<file path="src/rtl/avalon_seq_pkg.sv">
// Shared types and helpers for the Harvard-core Avalon sequencer.
// States, byte-enable constant and word-alignment of core addresses.
package avalon_seq_pkg;

  typedef enum logic [2:0] {
    RST    = 3'd0,
    FETCH  = 3'd1,
    EXEC   = 3'd2,
    DRD    = 3'd3,
    DWR    = 3'd4,
    COMMIT = 3'd5,
    HALT   = 3'd6
  } seq_state_t;

  localparam logic [3:0] BYTEENABLE_ALL = 4'hF;

  function automatic logic [31:0] word_align(input logic [31:0] addr);
    return {addr[31:2], 2'b00};
  endfunction

endpackage

</file>
<file path="src/rtl/avalon_wait_timer.sv">
// Waitrequest watchdog: counts consecutive stalled cycles of one transfer
// and flags the cycle that reaches WAIT_LIMIT (WAIT_LIMIT=0 never expires).
module avalon_wait_timer #(
  parameter int unsigned WAIT_LIMIT = 255
) (
  input  logic clk,
  input  logic reset,
  input  logic clear,
  input  logic inc,
  output logic expired
);

  localparam int unsigned CNT_W = (WAIT_LIMIT > 255) ? $clog2(WAIT_LIMIT + 1) : 8;
  localparam logic [CNT_W-1:0] LAST_WAIT = CNT_W'((WAIT_LIMIT == 0) ? 0 : WAIT_LIMIT - 1);

  logic [CNT_W-1:0] count_q;
  logic [CNT_W-1:0] count_d;

  // Saturate so a disabled timeout cannot wrap back into a false match.
  always_comb begin
    count_d = count_q;
    if (clear) begin
      count_d = '0;
    end else if (inc && (count_q != {CNT_W{1'b1}})) begin
      count_d = count_q + 1'b1;
    end
  end

  always_ff @(posedge clk) begin
    if (reset) begin
      count_q <= '0;
    end else begin
      count_q <= count_d;
    end
  end

  assign expired = (WAIT_LIMIT != 0) && inc && (count_q == LAST_WAIT);

endmodule

</file>
<file path="src/rtl/avalon_harvard_sequencer.sv">
// Serialises the Harvard MIPS core's fetch and data ports onto one Avalon-MM
// master, stalling the core until each transfer completes.
// Optional perf counters: define AVALON_SEQ_PERF_COUNT_EN.
//
// state  | meaning
// RST    | one cycle after reset, core held
// FETCH  | instruction read at the PC
// EXEC   | core decodes instr_q, no bus traffic
// DRD    | data load on the bus
// DWR    | data store on the bus
// COMMIT | single core clock enable, architectural update
// HALT   | core finished or bus timed out, bus idle
module avalon_harvard_sequencer
  import avalon_seq_pkg::*;
#(
  parameter int unsigned ADDR_W     = 32,
  parameter int unsigned WAIT_LIMIT = 255
) (
  input  logic              clk,
  input  logic              reset,
  input  logic              cpu_active,
  input  logic [31:0]       cpu_instr_address,
  input  logic [31:0]       cpu_data_address,
  input  logic              cpu_data_read,
  input  logic              cpu_data_write,
  input  logic [31:0]       cpu_data_writedata,
  output logic [31:0]       cpu_instr_readdata,
  output logic [31:0]       cpu_data_readdata,
  output logic              cpu_clk_enable,
  output logic              cpu_pause,
  output logic [ADDR_W-1:0] avm_address,
  output logic              avm_read,
  output logic              avm_write,
  output logic [31:0]       avm_writedata,
  output logic [3:0]        avm_byteenable,
  input  logic [31:0]       avm_readdata,
  input  logic              avm_waitrequest,
  output logic              bus_error,
  output logic              halted
`ifdef AVALON_SEQ_PERF_COUNT_EN
  ,
  output logic [31:0]       perf_instr_count,
  output logic [31:0]       perf_stall_count
`endif
);

  seq_state_t  state_q;
  logic [31:0] instr_q;
  logic [31:0] data_q;
  logic        bus_error_q;

  logic        fetch_req;
  logic        wait_inc;
  logic        wait_expired;
  logic [31:0] bus_addr;

  assign fetch_req = (state_q == FETCH) && cpu_active;
  assign wait_inc  = (avm_read || avm_write) && avm_waitrequest;

  // Any cycle that is not a stalled transfer ends the current wait run.
  avalon_wait_timer #(
    .WAIT_LIMIT (WAIT_LIMIT)
  ) u_wait_timer (
    .clk     (clk),
    .reset   (reset),
    .clear   (!wait_inc),
    .inc     (wait_inc),
    .expired (wait_expired)
  );

  always_ff @(posedge clk) begin
    if (reset) begin
      state_q     <= RST;
      instr_q     <= '0;
      data_q      <= '0;
      bus_error_q <= 1'b0;
    end else begin
      case (state_q)
        RST: state_q <= FETCH;
        FETCH: begin
          if (!cpu_active) begin
            state_q <= HALT;
          end else if (wait_expired) begin
            bus_error_q <= 1'b1;
            state_q     <= HALT;
          end else if (!avm_waitrequest) begin
            instr_q <= avm_readdata;
            state_q <= EXEC;
          end
        end
        EXEC: begin
          if (cpu_data_read) begin
            state_q <= DRD;
            if (cpu_data_write) begin
              bus_error_q <= 1'b1;
            end
          end else if (cpu_data_write) begin
            state_q <= DWR;
          end else begin
            state_q <= COMMIT;
          end
        end
        DRD: begin
          if (wait_expired) begin
            bus_error_q <= 1'b1;
            state_q     <= HALT;
          end else if (!avm_waitrequest) begin
            data_q  <= avm_readdata;
            state_q <= COMMIT;
          end
        end
        DWR: begin
          if (wait_expired) begin
            bus_error_q <= 1'b1;
            state_q     <= HALT;
          end else if (!avm_waitrequest) begin
            state_q <= COMMIT;
          end
        end
        COMMIT: state_q <= FETCH;
        HALT:   state_q <= HALT;
        default: state_q <= RST;
      endcase
    end
  end

  // Reset strobes the core clock so it resets alongside the sequencer.
  assign cpu_clk_enable = reset || (state_q == COMMIT);
  assign cpu_pause      = reset || (state_q != COMMIT);

  assign bus_addr       = (state_q == FETCH) ? cpu_instr_address : cpu_data_address;
  assign avm_address    = ADDR_W'(word_align(bus_addr));
  assign avm_read       = !reset && (fetch_req || (state_q == DRD));
  assign avm_write      = !reset && (state_q == DWR);
  assign avm_writedata  = cpu_data_writedata;
  assign avm_byteenable = BYTEENABLE_ALL;

  assign cpu_instr_readdata = instr_q;
  assign cpu_data_readdata  = data_q;
  assign bus_error          = bus_error_q;
  assign halted             = (state_q == HALT);

`ifdef AVALON_SEQ_PERF_COUNT_EN
  logic [31:0] perf_instr_q;
  logic [31:0] perf_stall_q;

  always_ff @(posedge clk) begin
    if (reset) begin
      perf_instr_q <= '0;
      perf_stall_q <= '0;
    end else begin
      if (state_q == COMMIT) begin
        perf_instr_q <= perf_instr_q + 32'd1;
      end
      if ((state_q == FETCH) || (state_q == EXEC) || (state_q == DRD) || (state_q == DWR)) begin
        perf_stall_q <= perf_stall_q + 32'd1;
      end
    end
  end

  assign perf_instr_count = perf_instr_q;
  assign perf_stall_count = perf_stall_q;
`endif

endmodule

</file>
<file path="config.mk">
export PLATFORM = sky130hd
export DESIGN_NAME = avalon_harvard_sequencer
export DESIGN_NICKNAME = d
export VERILOG_FILES = /design/src/rtl/avalon_seq_pkg.sv /design/src/rtl/avalon_wait_timer.sv /design/src/rtl/avalon_harvard_sequencer.sv
export SDC_FILE = /design/constraint.sdc
export NUM_CORES = 1
export LEC_CHECK = 0
export BUFFER_PORTS_ARGS = -buffer_cell sky130_fd_sc_hd__clkbuf_2
export CAP_MARGIN = 20
export CORE_AREA = 2 2 106 108
export DETAILED_ROUTE_END_ITERATION = 10
export DIE_AREA = 0 0 108 110
export MAX_ROUTING_LAYER = met4
export PLACE_DENSITY = 0.69
export SLEW_MARGIN = 20
export SYNTH_ARGS = -nofsm -noshare
export SYNTH_HDL_FRONTEND = slang
export SYNTH_SLANG_ARGS = --single-unit
export TNS_END_PERCENT = 100
</file>
<file path="constraint.sdc">
create_clock -name clk -period 4.3 [get_ports clk]
set_clock_uncertainty 0.1 [all_clocks]
set_input_delay 0.43 -clock clk [delete_from_list [all_inputs] [get_ports clk]]
set_output_delay 0.43 -clock clk [all_outputs]
set_load 0.005 [all_outputs]
</file>
==> out/results.tsv <==
stage	metric	value	unit
status	status	completed	
layout	seqCellArea	1520	sq um
die	ioPinCount	272	
layout	fin_nets	793	
synth	netlist_instances	507	
sta	holdWs	0.217	ns
sta	fmax	404	MHz
route	drc_errors	0	
synth	yosys-top-cells-area	dfxtp_1 43%, nand2_1 23%, a21oi_1 9.4%	
global_routing	antenna_found_initial	1	
clock_tree	clk_pin_slew	0.08	ns
layout	instances_no_fill	803	
route	drt_first_pass_iters	4	
synth	yosys.area.top_type	dfxtp_1	
place	place_inst	786	
synth	netlist_area	3570	sq um
die	core_area	10700	sq um
route	ant_nets	0	
synth	ys_types	37	
sta	setup-tns-final	0	ns
sta	layout_min_cycle_time	2.48	ns
synth	ys_ff_latch	76	
flow_run	max_cap_viol_count	0	
route	via_count	3730	
layout	num-fill-cells	1104	
sta	finalSetupViolCount	0	
global_routing	grtUsageMet1	0.195	
synth	synth_top_family_by_area	simple AND/OR/NAND/NOR gates	
synth	synth_top_cell_area_share	0.427	
worst_setup_path	crit_arrival	1.95	ns
layout	area_growth_syn_to_layout	29.2	%
global_routing	first_global_vias	3403	
die	initial_core_util	0.333	
worst_setup_path	start_kind	flop	
route	drt_iter0_drc	189	
place	gp_congestion	0.832	
pwr	leakage	0.00220	uW
clock_tree	cts_max_path_buffers	2	
synth	avgSynthCellArea	7.03	sq um
layout	layout-drive-gt1-share	0.341	
worst_setup_path	worstSetupPathType	flop to primary output	
clock_tree	postCtsHoldBufs	0	
min_path	hold_path.class	primary input to flop	
clock_tree	postCtsSetupBuffers	0	
global_routing	grt-ovfl-total	0	
global_routing	grt_max_degree	64	
clock_tree	cts.sinks	76	
synth	ys_seq_area_frac	0.427	
clock_tree	htreeDepth	3	
layout	final_cell_mix	223 x nand2_1, 197 x clkbuf_2, 76 x dfxtp_1	
layout	final_common_cell	nand2_1	
global_routing	globalRouteTotalUtil	0.178	
sta	slew_viol_final	0	
clock_tree	cts_root_buf	clkbuf_8	
global_routing	grt-busiest-layer	met2	
clock_tree	cts_buffers	9	
global_routing	grtUsageMet3	0.0482	
clock_tree	clkLatencyLatePin	0.34	ns
synth	synth_fa_ha_area_frac	0.00702	
synth	synth_xor_xnor_area_share	0.0123	
place	pre_cts_ws	1.90	ns
sta	fin_crit_sh	0.576	
synth	synthSimpleGateAreaFrac	0.310	
sta	worst_pin_slew	0.659	ns
clock_tree	cts_resized	0	
worst_setup_path	worstPathRequired	3.77	ns
die	die_h	110	microns
route	finalWirelength	10.3	mm
worst_setup_path	end_kind	primary output	
sta	setup_slack	1.82	ns
pwr	powerDensity	449	nW/um^2
place	port_buffers	197	
place	dpl.hpwl	7.60	mm
route	avgViaCountPerCell	4.65	
worst_setup_path	path_max_fanout	32	
route	wire_per_inst	12.8	microns
clock_tree	cts_tree	yes	
sta	hold_viol	0	
synth	yosys_warnings	0	
sta	relSlewSlack	0.561	
die	die_x	108	microns
synth	synth_compound_area_frac	0.126	
pwr	vdd_drop_max	0.000359	V
global_routing	use_met2	0.310	
synth	synth.area.mux_share	0	
die	die-area	11900	sq um
layout	final_util	0.431	
global_routing	grt_pass1_wl	16.0	mm
die	num_rows	38	
layout	multi_input_area	1650	sq um
sta	rsz0062_at_grt	false	
==> critical path: stages, from the launching register on <==
cell	delay (ns)
dfxtp_1	0.56
nor2b_1	0.28
nand2b_2	0.37
nand2_1	0.17
nand2_1	0.09
clkbuf_2	0.12
==> path summary, 6_finish.rpt <==
check                                      startpoint  slack (ns)                endpoint  cells past startpoint
worst min register to register  cpu_instr_readdata[8]        0.36   cpu_instr_readdata[8]                      2
worst min-delay path                  avm_readdata[3]        0.22    cpu_data_readdata[3]                      3
worst max register to register             state_q[0]        1.90  cpu_instr_readdata[21]                      7
worst max-delay path                       state_q[0]        1.82          avm_address[7]                      5
==> Yosys cell counts (all sizes together) <==
master / number
nand2: 223
or3b: 2
a211oi: 2
a31oi: 1
a21oi: 67
nand2b: 3
and2: 3
nand4: 6
o21ai: 4
a22o: 3
and4: 2
a21o: 1
o21ba: 1
and3b: 1
o221ai: 1
o31ai: 2
or4b: 1
nand3b: 3
inv: 3
ha: 2
nor3: 3
clkbuf: 29
dfxtp: 76
buf: 40
xnor2: 1
nand3: 4
conb: 2
or2: 1
nor2b: 3
nor2: 11
and3: 2
xor2: 4
==> power by group <==
part           leakage [uW]  switching (uW)  internal [uW]  total [uW]
Clock              0.000104             249            302         551
Combinational       0.00148             397            302         698
Sequential         0.000614            63.4            756         820
==> metrics by stage <==
stage | instance area (sq um) | power, uW
after floorplan | 3580 | 1260
after global placement | 4400 | 1520
after detailed placement | 4400 | 1540
after CTS | 4600 | 2100
after global routing | 4610 | 2230
final | 4610 | 2070
==> cell families (layout without fill, tap and decap cells) <==
family | after synthesis | count (layout)
simple gates | 268 | 268
compound gates | 82 | 82
flops | 76 | 76
buf+inv | 72 | 223
xor+xnor | 5 | 5
fa+ha+maj | 2 | 2
other cells | 2 | 7
==> state kept, by name, summed over array words and instances (netlist names) <==
| name | cells |
|---|---|
| bus_error | 1 |
| cpu_data_readdata | 32 |
| cpu_instr_readdata | 32 |
| state_q | 3 |
| u_wait_timer.count_q | 8 |
==> layer usage <==
metal | share of wire | up-vias
met5 | 0 | -
met4 | 0.017 | 0
met3 | 0.076 | 23
met2 | 0.50 | 145
met1 | 0.41 | 1680
li1 | - | 1882
==> area by class of cell <==
class,count,area share
multi-input cells,363,0.359
flip-flops and latches,76,0.330
repair buffers,204,0.225
well taps,140,0.0380
clock buffers,13,0.0345
clock inverters,3,0.00951
inverters,3,0.00244
diodes,1,0.000543
Note: power is estimated with default switching activity, not from simulation.
